--- src/rtl/im_arbiter.sv ---
// Instruction-memory port arbiter: boot-time exclusive loader access, run-time
// fetch priority with a starvation bound on loader writes, and read-response tracking.
//
// state | meaning
// BOOT  | loader owns the memory port, fetch held off
// RUN   | fetch has priority, loader forced through after MAX_WAIT denials
// DRAIN | no grants; lets the last fetch response retire before reload
module im_arbiter #(
  parameter int ADDR_W   = 10,
  parameter int DATA_W   = 32,
  parameter int BYTES    = 4,
  parameter int MAX_WAIT = 4
) (
  input  logic              clk,
  input  logic              rst,
  input  logic              i_fetch_req,
  input  logic [ADDR_W-1:0] i_fetch_addr,
  output logic              o_fetch_gnt,
  output logic              o_fetch_rvalid,
  output logic [DATA_W-1:0] o_fetch_rdata,
  input  logic              i_flush,
  input  logic              i_ld_req,
  input  logic [ADDR_W-1:0] i_ld_addr,
  input  logic [DATA_W-1:0] i_ld_wdata,
  input  logic [BYTES-1:0]  i_ld_be,
  output logic              o_ld_gnt,
  input  logic              i_ld_start,
  input  logic              i_ld_done,
  output logic [ADDR_W-1:0] o_mem_addr,
  output logic [DATA_W-1:0] o_mem_wdata,
  output logic [BYTES-1:0]  o_mem_wen,
  input  logic [DATA_W-1:0] i_mem_rdata,
  output logic              o_boot_busy
);

  localparam int WAIT_W = $clog2(MAX_WAIT + 1);
  localparam logic [WAIT_W-1:0] WAIT_MAX = WAIT_W'(MAX_WAIT);

  typedef enum logic [1:0] {BOOT, RUN, DRAIN} state_t;

  state_t            state_q, state_d;
  logic [WAIT_W-1:0] wait_q, wait_d;
  logic              pend_q, pend_d;

  always_ff @(posedge clk or posedge rst) begin
    if (rst) begin
      state_q <= BOOT;
      wait_q  <= '0;
      pend_q  <= 1'b0;
    end else begin
      state_q <= state_d;
      wait_q  <= wait_d;
      pend_q  <= pend_d;
    end
  end

  // Grants are forced low while rst is high, even though state already reads BOOT.
  always_comb begin
    state_d     = state_q;
    o_fetch_gnt = 1'b0;
    o_ld_gnt    = 1'b0;
    if (!rst) begin
      case (state_q)
        BOOT: begin
          o_ld_gnt = i_ld_req;
          if (i_ld_done) state_d = RUN;
        end
        RUN: begin
          if (i_fetch_req && i_ld_req) begin
            if (wait_q == WAIT_MAX) o_ld_gnt    = 1'b1;
            else                    o_fetch_gnt = 1'b1;
          end else begin
            o_fetch_gnt = i_fetch_req;
            o_ld_gnt    = i_ld_req;
          end
          if (i_ld_start) state_d = DRAIN;
        end
        // No fetch can fire here, so the outstanding read always retires this cycle.
        DRAIN:   state_d = BOOT;
        default: state_d = BOOT;
      endcase
    end
  end

  always_comb begin
    wait_d = '0;
    if (i_ld_req && !o_ld_gnt)
      wait_d = (wait_q == WAIT_MAX) ? wait_q : wait_q + 1'b1;
  end

  assign pend_d = o_fetch_gnt & i_fetch_req & ~i_flush;

  always_comb begin
    o_mem_addr  = '0;
    o_mem_wdata = '0;
    o_mem_wen   = '0;
    if (o_ld_gnt) begin
      o_mem_addr  = i_ld_addr;
      o_mem_wdata = i_ld_wdata;
      o_mem_wen   = i_ld_be;
    end else if (o_fetch_gnt) begin
      o_mem_addr  = i_fetch_addr;
    end
  end

  assign o_fetch_rvalid = pend_q & ~i_flush;
  assign o_fetch_rdata  = o_fetch_rvalid ? i_mem_rdata : '0;
  assign o_boot_busy    = (state_q != RUN);

endmodule

--- config.mk ---
export PLATFORM = sky130hd
export DESIGN_NAME = im_arbiter
export DESIGN_NICKNAME = d
export VERILOG_FILES = /design/src/rtl/im_arbiter.sv
export SDC_FILE = /design/constraint.sdc
export NUM_CORES = 1
export LEC_CHECK = 0
export ABC_AREA = 1
export CAP_MARGIN = 20
export CELL_PAD_IN_SITES_DETAIL_PLACEMENT = 2
export CELL_PAD_IN_SITES_GLOBAL_PLACEMENT = 2
export CORE_MARGIN = 8
export CORE_UTILIZATION = 10
export DETAILED_ROUTE_END_ITERATION = 6
export PLACE_DENSITY_LB_ADDON = 0.05
export SLEW_MARGIN = 30
export SYNTH_ARGS = -nofsm -noshare
export SYNTH_HDL_FRONTEND = slang
export SYNTH_SLANG_ARGS = --single-unit
--- constraint.sdc ---
create_clock -name clk -period 1.2 [get_ports clk]
set_input_delay 0.18 -clock clk [delete_from_list [all_inputs] [get_ports clk]]
set_output_delay 0.18 -clock clk [all_outputs]
set_load 0.02 [all_outputs]
## Word-level counts from Yosys, hierarchy flattened

Cells that the tools add are included.

- Output and inout port bits: 82
- Register bits: 6

- Eq/ne operators: 6
- Reductions and logical operators: 5
- Bitwise logic cells: 5
- Multiplexer cells: 18
- Add/sub/neg operators: 1

Operators with widths:

| operator | number |
|---|---|
| 32-bit two-way mux | 2 |
| 10-bit two-way mux | 2 |
| 1-bit two-way mux | 7 |
| 3-bit two-way mux | 2 |
| 2-bit inequality test (second input constant) | 3 |
| 2-bit two-way mux | 2 |
| 4-bit two-way mux | 1 |
| 2-bit case mux with 2 select lines | 1 |
| 3-bit by 1-bit adder with 3-bit output (second input constant) | 1 |
| 1-bit bitwise AND | 3 |
| 3-bit equality test (second input constant) | 1 |
| 3-bit AND reduction | 1 |
| 2-bit by 1-bit equality test with 1-bit output (second input constant) | 1 |
| 1-bit logical AND | 2 |
| 2-bit zero test | 1 |
| 2-bit by 1-bit inequality test with 1-bit output (second input constant) | 1 |
| 1-bit NOT | 2 |
| 1-bit case mux with 2 select lines | 1 |
| 1-bit zero test | 1 |

## Logic depth before layout (Yosys ltp)

Gate-level depths: netlist (run 1).

- Depth after elaboration: 8
- Gate-level depth with buffers: 8
- Gate-level depth less buffers: 7

## Worst setup path before layout (run 1)

OpenSTA, ideal clock, no wires.

- Kind: flip-flop to output port
- Start: register wait_q[0]
- End: output o_mem_wdata[16]
- Arrival time: 1.391 ns
- Cell stages (with the launch flop): 9
- Data required time: 1.020 ns
- Buffers on the path: 2
- Slack: -0.371 ns
- Path through: dfrtp_1 > inv_1 > ha_1 > nand2_2 > nand2_1 > nand2_1 > buf_6 > buf_6 > nor2_1

- Cells in the longest elaborated chain, start to end: 6

Ends and longest elaborated chain:

| element | line | source |
|---|---|---|
| start: declaration | 42 | `logic [WAIT_W-1:0] wait_q, wait_d;` |
| start signal: assignment | 52 | `wait_q <= wait_d;` |
| 3-bit equality test | 70 | `if (wait_q == WAIT_MAX) o_ld_gnt = 1'b1;` |
| 1-bit two-way mux | 70 |  |
| 1-bit two-way mux | 69 | `if (i_fetch_req && i_ld_req) begin` |
| 1-bit case mux with 2 select lines | 63 | `case (state_q)` |
| 1-bit two-way mux | 62 | `if (!rst) begin` |
| 32-bit two-way mux | 97 | `if (o_ld_gnt) begin` |
| end: declaration | 30 | `output logic [DATA_W-1:0] o_mem_wdata,` |

No other way between the ends.

## Final worst setup path (run 1)

- Start: register wait_q[1]
- End: output o_mem_wdata[28]

Same word-level chain as after synthesis.

==> results of run 1 <==
## per-stage QoR
step	setup TNS, ps	util	cells	hold slack (ps)	setup WS, ps
2_1_floorplan	-6847	-	222	-46.32	-182.4
3_3_place_gp	-67370	0.3398	549	524.9	-910.5
3_5_place_dp	-68000	0.3398	549	536.6	-969.2
4_1_cts	-33750	0.3817	566	301.0	-522.4
5_1_grt	-38080	0.3882	568	305.7	-578.0
6_report	-31500	0.3882	568	300.7	-491.5
## worst max-delay path, delay by kind of cell, from the launching register on
family        cells  cell delay, ps
fa+ha+maj         1             150
buf+inv           3             380
flops             1             380
simple gates      4             360
## path summary, 6_finish.rpt
check | start | to | slack [ps] | cells after the start
min | rst | pend_q$_DFF_PP0_ | 300 | 3
min in group clk | i_flush | pend_q$_DFF_PP0_ | 410 | 3
min reg2reg | state_q[0]$_DFFE_PP0P_ | state_q[0]$_DFFE_PP0P_ | 620 | 3
max reg2reg | wait_q[1]$_DFFE_PP0P_ | wait_q[0]$_DFFE_PP0P_ | -220 | 9
max in group asynchronous | rst | wait_q[0]$_DFFE_PP0P_ | 770 | 3
max | wait_q[1]$_DFFE_PP0P_ | o_mem_wdata[28] | -490 | 8
## state kept, by name, summed over array words and instances (netlist names)
name and count:
pend_q 1, wait_q 3, state_q 2
## routing by layer
metal	GRT usage	part of all wire	wire length (um)
met5	0	0	0
met4	0.007026	0.0017	14
met3	0.03476	0.083	692
met2	0.2113	0.52	4389
met1	0.1293	0.39	3289
## what timing repair did
action                                  in CTS  in global routing
buffers inserted                            10                  2
endpoints found under the setup margin      85                 86
gates cloned                                 4                  0
hold buffers                                 0                  0
pin swaps                                    7                  6
endpoints found under the hold margin        0                  0
resized for setup                          521                 17
## power by group
group          total (uW)  leakage (uW)  switching (uW)  internal [uW]
Combinational        1490       0.00186             705            786
Sequential            242     0.0000800            16.1            226
Clock                 306     0.0000216            90.3            216
Total                2040       0.00196             811           1230
## Yosys cell counts
library cell   n  area, um2
inv_1         77      289.0
ha_1           2      25.02
nand3b_1       2      15.01
nand2_2        1      6.260
dfrtp_1        6      150.1
nor2_1        64      240.2
xor2_1         1      8.760
buf_6          3      33.78
clkbuf_1       3      11.26
buf_2          3      15.01
inv_2          2      7.510
nand2_1       29      108.9
nor2_2        11      68.82
nand4_1        1      6.260
o21ai_0        4      20.02
buf_4          1      7.510
nand3_1       12      60.06
## cells by family after synthesis
kind of cell | after synthesis
adder cells (fa/ha/maj) | 2
flip-flops | 6
buffers and inverters | 89
AO/OA/AOI/OAI | 4
AND/OR/NAND/NOR | 120
XOR/XNOR | 1
## layout make-up
cell class | instances | area share
Sequential cell | 6 | 0.03632
Inverter | 79 | 0.07688
Timing Repair Buffer | 213 | 0.5542
Tap cell | 140 | 0.04237
Clock buffer | 3 | 0.009988
Multi-Input combinational cell | 127 | 0.2803
==> qor.yml, run 1 <==
worst_hold_path:
  hold_class: "input pin to asynchronous set/reset pin"
route:
  drtIter0Drc: 13
  routed_wl_um: 8385
  wl_per_cell_um: 14.76
  via_per_inst: 3.644
  dr_total_vias: 2070
  drc: 0
  ant_nets: 0
  drtPass1Iterations: 3
yosys:
  synth_xor_area_frac: 0.008159
  syn_inst: 222
  synth.avg_cell_area_um2: 4.836
  synth_cell_type_count: 17
  synthSimpleGateAreaFrac: 0.4709
  synth_area_um2: 1074
  synth_fa_ha_area_frac: 0.02331
  syn-num-nets: 319
  ys_seq_elements: 6
  synth_top_family_by_area: "simple AND/OR/NAND/NOR gates"
  muxShareOfSynthArea: 0
  ys_seq_area_frac: 0.1399
  synth_compound_area_frac: 0.01865
  synth_warnings: 0
setup_path:
  endpoint_kind: "primary output"
  critical-path-max-stage-delay_ps: 380
  critPathSlowestCell: "dfrtp_1"
  crit_path_frequent_cell: "nand2_4"
  required_ps: 1020
  critical_path_class: "flip-flop to primary output"
  cp-start-kind: "flip-flop"
  cp_max_fo: 8
  crit_arrival_ps: 1510
  path_cells: "inv_2 > ha_4 > nand2_4 > nand2_4 > nand2_8 > buf_16 > nor2_4 > buf_6"
outcome:
  violations: "negative setup slack"
  status: "finished, violations left"
placement:
  portBuffers: 176
  place.detailed.hpwl_um: 7035
  placed_area_um2: 3618
  place.gp.congestion: 0.6537
cells_and_area:
  ff_latch_area_um2: 150.1
  design_area_um2: 4134
  multi_input_area_um2: 1159
  final_common_cell: "clkdlybuf4s50_1"
  drive_above_1_share: 0.5164
  nFillCells: 1189
  syn_to_final_growth_pct: 285.1
  final_cell_mix: "clkdlybuf4s50_1 (93), buf_6 (74), inv_1 (71), nor2_4 (70), buf_4 (21)"
  diodes: 0
  layout.nets: 527
cts:
  clk_latency_ps: 220
  clock_sinks: 6
  clk_pin_slew_ps: 40
  cts_root_buffer: "clkbuf_8"
  h-tree-depth: 1
  cts_made_buffers: 3
  cts_tree: "yes"
  cts_max_path_buffers: 2
timing:
  final.period_utilization: 1.410
  rsz0062_at_grt: "true"
  drv_slew: 0
  max-slew-margin-rel: 0.7650
  setup_slack_ps: -491.5
  fmax_mhz: 591.2
  finalHoldViolations: 0
  fin_worst_skew_ps: 2.482
  min_period_ps: 1691
  setup_violations: 83
  tightest_slew_ps: 348.8
floorplanning:
  start_util: 0.1008
  die_area_um2: 14310
  fp-row-count: 38
  die_h_um: 119.6
  fp.dieW_um: 119.6
  fp.coreArea_um2: 10650
  boundaryPins: 177
grt:
  first_global_vias: 2327
  grt_pass1_wl_um: 13050
  grt_use_total: 0.1135
  grt_max_degree: 12
  antenna_found_initial: 0
  grt-ovfl-total: 0
run:
  maxCapViolations: 0
power:
  p_leak_uw: 0.001959
  power_density_nw_per_um2: 493.3
  finalPower_uw: 2039
  ir_drop_mv: 0.6756
(Power assumes the default switching activity.)
==> run 2, diff against run 1 <==
SLEW_MARGIN = 20   (was 30)
==> results of run 2 <==
No change in the layout: final DEF, timing and power equal those of run 1.
